**config.mk**
```make
export PLATFORM = sky130hd
export DESIGN_NAME = processing_element
export DESIGN_NICKNAME = d
export VERILOG_FILES = /design/src/rtl/processing_element_pkg.sv /design/src/rtl/processing_element_pe_mac.sv /design/src/rtl/processing_element.sv
export SDC_FILE = /design/constraint.sdc
export NUM_CORES = 1
export LEC_CHECK = 0
export CAP_MARGIN = 20
export CORE_MARGIN = 1
export CORE_UTILIZATION = 35
export CTS_BUF_LIST = sky130_fd_sc_hd__clkbuf_8 sky130_fd_sc_hd__clkbuf_16
export CTS_CLUSTER_DIAMETER = 120
export DETAILED_ROUTE_END_ITERATION = 16
export SYNTH_ARGS = -nofsm -noshare
export SYNTH_HDL_FRONTEND = slang
export SYNTH_SLANG_ARGS = --single-unit
export TNS_END_PERCENT = 20
```
**constraint.sdc**
```tcl
create_clock -name CLK -period 4.42 [get_ports CLK]
set_input_delay 1.326 -clock CLK [delete_from_list [all_inputs] [get_ports CLK]]
set_output_delay 1.326 -clock CLK [all_outputs]
set_load 0.02 [all_outputs]
```
**src/rtl/processing_element_pkg.sv**
```systemverilog
// Shared accelerator constants: activation/weight width and derived partial-sum width.
package processing_element_pkg;

  // Default activation / weight width for the matrix engine.
  localparam int PE_WIDTH = 8;

  // Partial sums carry a full product, so they are twice the operand width.
  function automatic int psum_width(input int w);
    return 2 * w;
  endfunction

  localparam int PE_PSUM_WIDTH = psum_width(PE_WIDTH);

endpackage

```
**src/rtl/processing_element_pe_mac.sv**
```systemverilog
// Combinational multiply-accumulate: y = a*b + c, unsigned, wrapping at 2*WIDTH bits.
module pe_mac
  import processing_element_pkg::*;
#(
  parameter int WIDTH = PE_WIDTH
) (
  input  logic [WIDTH-1:0]             a,
  input  logic [WIDTH-1:0]             b,
  input  logic [psum_width(WIDTH)-1:0] c,
  output logic [psum_width(WIDTH)-1:0] y
);

  localparam int PW = psum_width(WIDTH);

  logic [PW-1:0] prod;

  // Full-width product; the add drops the carry so overflow wraps.
  always_comb begin
    prod = PW'(a) * PW'(b);
    y    = prod + c;
  end

endmodule

```
**src/rtl/processing_element.sv**
```systemverilog
// Weight-stationary systolic MAC cell: stores one weight, forwards activations right,
// and passes the registered partial sum down.
module processing_element
  import processing_element_pkg::*;
#(
  parameter int WIDTH = PE_WIDTH
) (
  input  logic                         CLK,
  input  logic                         RST,
  input  logic                         Load,
  input  logic [WIDTH-1:0]             Weight,
  input  logic [WIDTH-1:0]             Input,
  input  logic [psum_width(WIDTH)-1:0] PsumIn,
  output logic [WIDTH-1:0]             ToRight,
  output logic [WIDTH-1:0]             ToDown,
  output logic [psum_width(WIDTH)-1:0] PsumOut
);

  localparam int PW = psum_width(WIDTH);

  logic [WIDTH-1:0] w;
  logic [PW-1:0]    mac;

  // MAC always sees the weight held before the edge, so a load overlapping
  // a compute only takes effect on the following cycle.
  pe_mac #(.WIDTH(WIDTH)) u_mac (
    .a (w),
    .b (Input),
    .c (PsumIn),
    .y (mac)
  );

  // Weight shift chain, activation forward and partial-sum pipeline registers.
  always_ff @(posedge CLK or posedge RST) begin
    if (RST) begin
      w       <= '0;
      ToRight <= '0;
      PsumOut <= '0;
    end else begin
      if (Load) w <= Weight;
      ToRight <= Input;
      PsumOut <= mac;
    end
  end

  // Stored weight feeds the cell below directly from its register.
  assign ToDown = w;

endmodule

```
==> run metrics <==
largest net degree at the start of global routing=33; Post-Route WL=slightly below 8 mm; Worst Tran Pin Value=0.438 ns; Final GP Congestion=0.830; cell mode on critical path=inv_2; crit start category=primary input; status=finished with violations; CORE AREA=slightly below 10000 sq um; first-pass GRT wire length=13.3 mm; Port Buf Inserts=66; all-layer global routing usage=~16%; worst hold path type=reg -> reg; library cells used by synthesis=40; Area growth syn-to-layout=43.4%; CP Buf/Inv Count=6; CTS max path bufs=2; vias per cell=4.47; clk slew on worst S/H paths=around 0.080 ns; Syn Std Cell Area=roughly 3500 sq um; CTS tree=yes; sequential fraction of the synthesis area=between 20% and 30%; Post-Synthesis Cells=between 300 and 400; Post-Place Cells=596; Top Ports=67; CP Class=in -> reg; CTS root buf=clkbuf_8; Synth area leader=fa_1; RSZ-0062 raised after global routing=true; Total Power=~0.0038 W; # H-tree levels=2; remaining design rule violation count=0; top cells by area, synth=fa_1 (28%), dfrtp_1 (23%), ha_1 (12%); P_leak=about 2.4 nW; Period Utilization, post-route=104%; First-pass DRT Iterations=4; flop and latch count out of synthesis=32; Avg Cell Area, Syn=~9.7 sq um; final setup fails=8; initial antenna violation count=0; Final Skew=about 0.0084 ns; Synth Warn #=0; CP max-delay cell=fa_1; Max stage delay on crit path=about 0.53 ns; Setup crit start=PsumIn[3]; Detail Placement HPWL=around 6.3 mm; CP cell instances=dlygate4sd2_1 > inv_2 > fa_1 > inv_1 > ha_1 > ha_1 > inv_2 > fa_1 > inv_1 > ha_2 > inv_2 > fa_2 > nor2b_4 > o31a_4 > o311ai_4 > and4b_1 > nor3_2; Initial Util=between 30% and 40%; total of max-cap violations=0; area share of the largest cell type after synthesis=28.3%; P per Cell Area=752 nW/um^2; die width=102 um; setup TNS=-0.774 ns; Fin. Hold Viols=0; CTS buffer count=5; final net count=593; Vias=between 2k and 3k; CP Data Arrival Time=about 4.8 ns; Top delay family on crit path=adder cells; Routed Antenna Nets=0; CP Max Fanout=3; wire per inst=12.7 um; Clock Latency Late Sink=0.28 ns; post-synthesis net count=486; Slew Viols, Final=0; ant diodes=0; final period demand of the worst path=4.59 ns; Clock Sinks=32; row count=36; vias in the first global route=roughly 2.9k; RR Startpoint=ToDown[5]; hold_sp=ToDown[0]; Post-Layout Cell Count=607; Overflow after GRT=0; FMAX=218 MHz; share of layout cells above drive strength 1=~30%; maximum vdd drop=between 0.0004 and 0.0005 V; failing checks=setup timing; Slew headroom=70.8%; Crit. End Element=flop; die footprint=around 11000 sq um; Final WS setup=-0.175 ns; Iteration-0 DRC Markers=48; CP required=4.61 ns; die height=approximately 100 um; hold_buf cts=0
## worst reg2reg max path: stages (launching register included)
cell and delay (ns):
dfrtp_1 0.61, nand2_2 0.10, fa_1 0.49, fa_1 0.54
inv_2 0.05, fa_1 0.52, inv_1 0.05, fa_1 0.49
inv_2 0.05, ha_4 0.24, o21a_1 0.11, o31a_4 0.13
o311ai_4 0.30, and4b_1 0.26, nor3_2 0.04
## logic make-up (layout without fill, tap and decap cells)
| group | Yosys count | after routing | share of synthesized area, % |
|---|---|---|---|
| AOI/OAI and AO/OA | 27 | 27 | 5.84 |
| xor gates and xnor gates | 9 | 9 | 2.23 |
| adders and majority gates | 85 | 85 | 40.7 |
| buffers and inverters | 107 | 215 | 11.4 |
| DFF | 32 | 32 | 22.7 |
| muxes | 8 | 8 | 2.55 |
| and+or+nand+nor | 98 | 98 | 14.6 |
## layout by cell type, fill, tap and decap left out, types with 2 or more instances in the layout
master | netlist | routed
inv_1 | 101 | 80
clkdlybuf4s50_1 | 0 | 52
fa_1 | 50 | 43
buf_4 | 0 | 37
dfrtp_1 | 32 | 32
nand2_1 | 36 | 29
and2_1 | 34 | 29
ha_1 | 35 | 24
inv_2 | 0 | 21
ha_4 | 0 | 9
mux2_2 | 8 | 8
nor2_1 | 10 | 8
buf_6 | 0 | 8
xnor2_1 | 8 | 7
fa_2 | 0 | 7
clkbuf_8 | 0 | 7
nand2_2 | 0 | 5
and2_4 | 0 | 5
a21oi_1 | 10 | 5
a21oi_2 | 1 | 4
o21a_1 | 3 | 3
nand2_4 | 0 | 2
a21oi_4 | 0 | 2
nand3_2 | 0 | 2
nor2_2 | 0 | 2
nor4b_2 | 0 | 2
nand3_1 | 4 | 2
a211oi_1 | 2 | 2
ha_2 | 0 | 2
dlygate4sd2_1 | 0 | 2
clkbuf_2 | 0 | 2
buf_8 | 0 | 2
## sequential cells by signal, summed over array words and instances (netlist names)
| signal | flops |
|---|---|
| ToRight | 8 |
| ToDown | 8 |
| PsumOut | 16 |
## cell usage after synthesis
| cell | number |
|---|---|
| xnor2_1 | 8 |
| inv_1 | 101 |
| mux2_2 | 8 |
| nor2b_1 | 1 |
| or3_1 | 1 |
| o31a_4 | 1 |
| nor2b_4 | 1 |
| a211oi_1 | 2 |
| nand2_1 | 36 |
| o21bai_2 | 1 |
| nand2b_1 | 1 |
| and4b_1 | 1 |
| o211ai_1 | 1 |
| xor2_1 | 1 |
| o2111ai_1 | 1 |
| nand3_1 | 4 |
| a21oi_2 | 1 |
| o21a_1 | 3 |
| o311ai_4 | 1 |
| a21boi_1 | 1 |
| a21o_1 | 1 |
| clkbuf_1 | 5 |
| o21ai_1 | 2 |
| o21ai_0 | 1 |
| a21oi_1 | 10 |
| or2_2 | 1 |
| nand3b_1 | 1 |
| dfrtp_1 | 32 |
| nor2_1 | 10 |
| nor3_1 | 1 |
| and2_1 | 34 |
| ha_1 | 35 |
| fa_1 | 50 |
| nand4_1 | 1 |
| buf_2 | 1 |
| a31o_1 | 1 |
| nor3_2 | 1 |
| nor4b_1 | 2 |
| nand4b_1 | 1 |
| and3_1 | 1 |
## metrics by stage
step	utilization [%]	hold slack (ns)	setup WS, ns	instance area [sq um]
after floorplan	-	0.748	-0.324	3580
after global placement	47.6	0.739	-1.04	4650
after detailed placement	47.6	0.735	-1.16	4650
after CTS	51.0	0.759	-0.165	4990
after global routing	51.9	0.823	-0.287	5070
final	51.9	0.771	-0.175	5070
## final timing paths
path,endpoint,slack (ns),cells after the start
hold / removal,ToDown[0],0.77,2
min in group asynchronous,PsumOut[7],1.43,3
setup / recovery,PsumOut[13],-0.17,17
max in group asynchronous,PsumOut[8],2.68,3
hold reg to reg,ToDown[0],0.77,2
setup reg to reg,PsumOut[13],0.34,14
## layout make-up
type | count | area (sq um)
clock buffers | 7 | 96.3
repair buffers | 106 | 982
multi-input cells | 227 | 2610
well taps | 133 | 166
inverters | 101 | 379
flip-flops and latches | 32 | 801
clock inverters | 1 | 30.0
fillers | 928 | 4710
## power breakdown
| part | leakage [nW] | switching (W) | internal (W) | total (W) |
|---|---|---|---|---|
| clock | 0.0645 | 0.000119 | 0.000199 | 0.000318 |
| sequential | 0.373 | 0.0000403 | 0.000396 | 0.000436 |
| combinational | 2.01 | 0.00146 | 0.00160 | 0.00306 |
| total | 2.45 | 0.00162 | 0.00219 | 0.00381 |
## timing repair
action | CTS | global route
setup endpoints to repair | 11 | 8
gates resized for setup | 112 | 35
pin swaps | 50 | 31
setup buffers | 3 | 0
## routing by layer
layer / vias up / global-route usage [%] / wire length [um]
met5: - / 0 / 0
met4: 0 / 3.30 / 76
met3: 9 / 2.53 / 298
met2: 55 / 28.7 / 4020
met1: 1338 / 21.3 / 3310
li1: 1310 / - / -
(Power assumes the default switching activity.)
